## src/rtl/bram_req_adapter.sv

```systemverilog
// Valid/ready request front-end for one BRAM port with read-latency tracking and a response FIFO.
// Optional macro BRAM_ADAPTER_BYPASS_EN: returned read data is presented in its arrival cycle when the FIFO is empty.
module bram_req_adapter #(
    parameter int ADDR_WIDTH = 16,
    parameter int DATA_WIDTH = 32,
    parameter int WE_WIDTH   = 4,
    parameter int PIPELINED  = 0,
    parameter int RESP_DEPTH = 2
) (
    input  logic                  CLK,
    input  logic                  RST,
    input  logic                  req_valid,
    output logic                  req_ready,
    input  logic                  req_write,
    input  logic [ADDR_WIDTH-1:0] req_addr,
    input  logic [WE_WIDTH-1:0]   req_be,
    input  logic [DATA_WIDTH-1:0] req_data,
    output logic                  resp_valid,
    input  logic                  resp_ready,
    output logic [DATA_WIDTH-1:0] resp_data,
    output logic                  bram_en,
    output logic [WE_WIDTH-1:0]   bram_we,
    output logic [ADDR_WIDTH-1:0] bram_addr,
    output logic [DATA_WIDTH-1:0] bram_di,
    input  logic [DATA_WIDTH-1:0] bram_do
);

    // Handshake: a transfer happens on a rising edge where valid & ready are both 1;
    // ready never depends combinationally on the matching valid or on resp_ready.
    localparam int LAT   = 1 + PIPELINED;
    localparam int PTR_W = (RESP_DEPTH > 1) ? $clog2(RESP_DEPTH) : 1;
    localparam int CNT_W = $clog2(RESP_DEPTH + LAT + 1);

    logic [LAT-1:0]        rd_pipe;
    logic [DATA_WIDTH-1:0] fifo_mem [RESP_DEPTH];
    logic [PTR_W-1:0]      wr_ptr;
    logic [PTR_W-1:0]      rd_ptr;
    logic [CNT_W-1:0]      fifo_count;
    logic [CNT_W-1:0]      inflight;
    logic [CNT_W-1:0]      outstanding;
    logic                  fire;
    logic                  rd_fire;
    logic                  arrive;
    logic                  fifo_empty;
    logic                  bypass_take;
    logic                  enq;
    logic                  deq;

    function automatic logic [PTR_W-1:0] ptr_inc(input logic [PTR_W-1:0] p);
        return (p == PTR_W'(RESP_DEPTH - 1)) ? '0 : p + PTR_W'(1);
    endfunction

    always_comb begin
        inflight = '0;
        for (int i = 0; i < LAT; i++) begin
            inflight = inflight + CNT_W'(rd_pipe[i]);
        end
    end

    // A read holds its credit from acceptance until its response is taken.
    assign outstanding = fifo_count + inflight;
    assign req_ready   = !RST && (outstanding < CNT_W'(RESP_DEPTH));
    assign fire        = req_valid && req_ready;
    assign rd_fire     = fire && !req_write;

    assign bram_en   = fire;
    assign bram_addr = req_addr;
    assign bram_di   = req_data;
    assign bram_we   = (fire && req_write) ? req_be : '0;

    assign arrive     = rd_pipe[LAT-1];
    assign fifo_empty = (fifo_count == '0);

`ifdef BRAM_ADAPTER_BYPASS_EN
    assign bypass_take = arrive && fifo_empty && resp_ready;
    assign resp_valid  = !fifo_empty || arrive;
    assign resp_data   = fifo_empty ? bram_do : fifo_mem[rd_ptr];
`else
    assign bypass_take = 1'b0;
    assign resp_valid  = !fifo_empty;
    assign resp_data   = fifo_mem[rd_ptr];
`endif

    assign enq = arrive && !bypass_take;
    assign deq = !fifo_empty && resp_ready;

    always_ff @(posedge CLK) begin
        if (RST) begin
            rd_pipe    <= '0;
            wr_ptr     <= '0;
            rd_ptr     <= '0;
            fifo_count <= '0;
        end else begin
            rd_pipe[0] <= rd_fire;
            for (int i = 1; i < LAT; i++) begin
                rd_pipe[i] <= rd_pipe[i-1];
            end
            if (enq) begin
                wr_ptr <= ptr_inc(wr_ptr);
            end
            if (deq) begin
                rd_ptr <= ptr_inc(rd_ptr);
            end
            // Simultaneous enqueue and dequeue leaves the count unchanged, even when full.
            case ({enq, deq})
                2'b10:   fifo_count <= fifo_count + CNT_W'(1);
                2'b01:   fifo_count <= fifo_count - CNT_W'(1);
                default: fifo_count <= fifo_count;
            endcase
        end
    end

    always_ff @(posedge CLK) begin
        if (!RST && enq) begin
            fifo_mem[wr_ptr] <= bram_do;
        end
    end

endmodule

```

## config.mk

```make
export PLATFORM = sky130hd
export DESIGN_NAME = bram_req_adapter
export DESIGN_NICKNAME = d
export VERILOG_FILES = /design/src/rtl/bram_req_adapter.sv
export SDC_FILE = /design/constraint.sdc
export NUM_CORES = 1
export LEC_CHECK = 0
export BUFFER_PORTS_ARGS = -buffer_cell sky130_fd_sc_hd__buf_4
export CAP_MARGIN = 5
export CORE_ASPECT_RATIO = 1.4
export CORE_MARGIN = 2
export CORE_UTILIZATION = 43
export CTS_CLUSTER_SIZE = 24
export DETAILED_ROUTE_END_ITERATION = 16
export PLACE_DENSITY = 0.79
export SLEW_MARGIN = 10
export SYNTH_ARGS = -nofsm -noshare
export SYNTH_HDL_FRONTEND = slang
export SYNTH_SLANG_ARGS = --single-unit
```

## constraint.sdc

```tcl
create_clock -name CLK -period 3.7 [get_ports CLK]
set_input_delay 0.185 -clock CLK [delete_from_list [all_inputs] [get_ports CLK]]
set_output_delay 0.185 -clock CLK [all_outputs]
set_load 0.01 [all_outputs]
```

==> out/metrics.csv <==
metric,value,unit
final-max-slew-violation-count,0,
ys_warn_count,0,
antenna_left,0,
setup_viol,0,
reg2reg_to,fifo_count[1]$_SDFFE_PP0P_,
place_area,3340,µm²
peakVddDrop,190,µV
max_slew_margin,55.6,%
drv_cap,0,
crit_family,flip-flops,
insertion_delay,0.34,ns
path_clk_slew,0.07,ns
ys_seq_area_share,68.9,%
cts_tree,built,
cts.sinks,70,
ff2ff_path_depth,4,
syn_area_per_cell,16.3,µm²
drive_gt1_share,58.1,%
cp-end-kind,output pin,
dr.first_iter.drc_count,42,
finalPower,1.82,mW
clkPwrFrac,35.7,%
setup_slack,1.52,ns
place.gp.congestion,0.655,
fmax,459,MHz
core,6610,µm²
max_stage_delay,0.75,ns
dpl.hpwl,3620,µm
hold_viol,0,
cts-root-buf,clkbuf_8,
h-tree-depth,3,
routed_wl,5110,µm
cts_setup_buffers,0,
die_area,7580,µm²
critPathLaunchType,register,
worst_ep_arrival_time,1.99,ns
io_buffer_count,79,
crit_chain,buf_4 -> mux2_2 -> buf_4,
hold_buffers,0,
p_sw,396,µW
routed_via_density,4.62,
die_y,102,µm
grt_pass1_vias,1508,
grt_pass1_wl,7200,µm
grt_usage,13.5,%
period_needed,2.18,ns
internal_power,1.42,mW
die_w,74.2,µm
route.detailed.drc,0,
initial_core_util,44.8,%
cts_made_buffers,9,
cp_num_cells,3,
setup.worst_path.class,register to output pin,
num_vias,1483,
r2r_setup_slack,2.25,ns
antennaDiodeCount,0,
finalSetupTns,0,ns
final_area,3550,µm²
whs_path_depth,1,
hold_path.class,input pin to register,
ctsLongestPathBuffers,2,
crit_path_max_fanout,18,
area_growth,19.8,%
syn_nets,272,
grt_max_degree,19,
nNetsFinal,314,
grt-ovfl-total,0,
antenna_found_initial,0,
num_io_pins,176,
synth_area,2960,µm²
worst_slew_pin_slew,0.665,ns
timing.final.crit_share,58.8,%
pwr-share-comb,14.4,%
place_ws,1.86,ns
syn_inst,182,
skew,0.00781,ns
sw_frac_of_total,21.8,%
status,finished clean,
seqPwrFrac,49.9,%
cts_resized,0,
crit_buf_inv,2,
rsz0062_at_grt,no,
powerDensity,512,nW/µm²
rows,35,
ys_types,25,
crit_slowest_cell,dfxtp_1,
min_from,bram_do[4],
cellLeakagePower,1.34,nW
drt_pass1_iterations,4,
synth-seq-cells,70,
critical_path_required,3.51,ns
wl_per_cell,15.9,µm
holdPathEnd,fifo_mem[0][4]$_DFFE_PP_,
cpMostUsedCell,buf_4,
reg2reg_from,fifo_count[0]$_SDFFE_PP0P_,
[through the flow]
step | hold slack (ns) | utilization, % | cells
floorplan | 0.284 | - | 182
global placement | 0.370 | 50.4 | 305
detailed placement | 0.370 | 50.4 | 305
CTS | 0.00760 | 53.7 | 321
global route | 0.00192 | 53.7 | 321
finish | 0.0276 | 53.7 | 321
[flip-flops by register name, summed over array words and instances, names as in the netlist, named ones only]
signal      count
arrive          1
rd_ptr          1
fifo_count      2
wr_ptr          1
fifo_mem       64
[power groups by stage]
stage	Combinational (mW)	Clock [mW]	Sequential [mW]
final	0.261	0.648	0.907
after global routing	0.283	0.699	0.910
after CTS	0.267	0.669	0.907
after detailed placement	0.266	0	0.925
after global placement	0.263	0	0.923
after floorplan	0.203	0	0.911
[cells by family (layout without fill, tap and decap cells)]
kind of cell / count (synthesis) / in the layout / synth area share (%)
flops: 70 / 70 / 68.9
mux: 32 / 32 / 12.2
fa+ha+maj: 1 / 1 / 0.422
compound gates: 5 / 5 / 1.18
xor+xnor: 4 / 4 / 1.18
simple gates: 16 / 16 / 3.08
buf+inv: 54 / 101 / 13.0
[cells in the mapped netlist]
library cell	number	area share (%)
o21ai_0	1	0.17
o21a_1	1	0.25
a21o_2	1	0.30
buf_4	48	12
and2_1	2	0.42
buf_2	3	0.51
a21oi_1	1	0.17
a21oi_2	1	0.30
ha_1	1	0.42
edfxtp_1	64	65
mux2_2	30	11
and3b_1	1	0.30
nor3b_1	1	0.25
inv_1	1	0.13
nand3_1	1	0.17
nor3_1	1	0.17
or2_2	1	0.21
xnor2_1	3	0.89
xor2_1	1	0.30
nor2_1	4	0.51
clkbuf_1	2	0.25
or3_1	1	0.21
and3_1	4	0.84
dfxtp_1	6	4.1
mux2_1	2	0.76
[per-layer routing]
metal | vias to the layer above | wire length, µm | GRT usage (%)
met2 | 63 | 2620 | 21.6
met1 | 690 | 1790 | 12.7
met5 | - | 0 | 0
li1 | 693 | - | -
met3 | 37 | 413 | 6.51
met4 | 0 | 293 | 11.3
[placed cells by master (no fill, tap or decap), drive strengths merged, types with 3 or more instances in the layout]
master  netlist  final
buf          51     84
edfxtp       64     64
mux2         32     32
clkbuf        2     10
dfxtp         6      6
and3          4      4
nor2          4      4
xnor2         3      3
[layout make-up]
class	count	area [µm²]
inverter	1	3.75
clock buffer	10	128
timing repair buffer	84	631
clock inverter	6	85.1
sequential	70	2040
fill	561	3060
multi-input combinational	58	544
tap	92	115
[how the worst max path moves through the flow]
stage	from	to	slack [ns]
final	register	resp_data[6]	1.52
after global routing	register	resp_data[6]	1.38
after CTS	register	resp_data[6]	1.48
after detailed placement	register	resp_data[6]	1.86
after global placement	register	resp_data[6]	1.88
after floorplan	arrive$_SDFF_PP0_	fifo_mem[1][0]$_DFFE_PP_	0.41
Power figures use the tool's default switching activity.
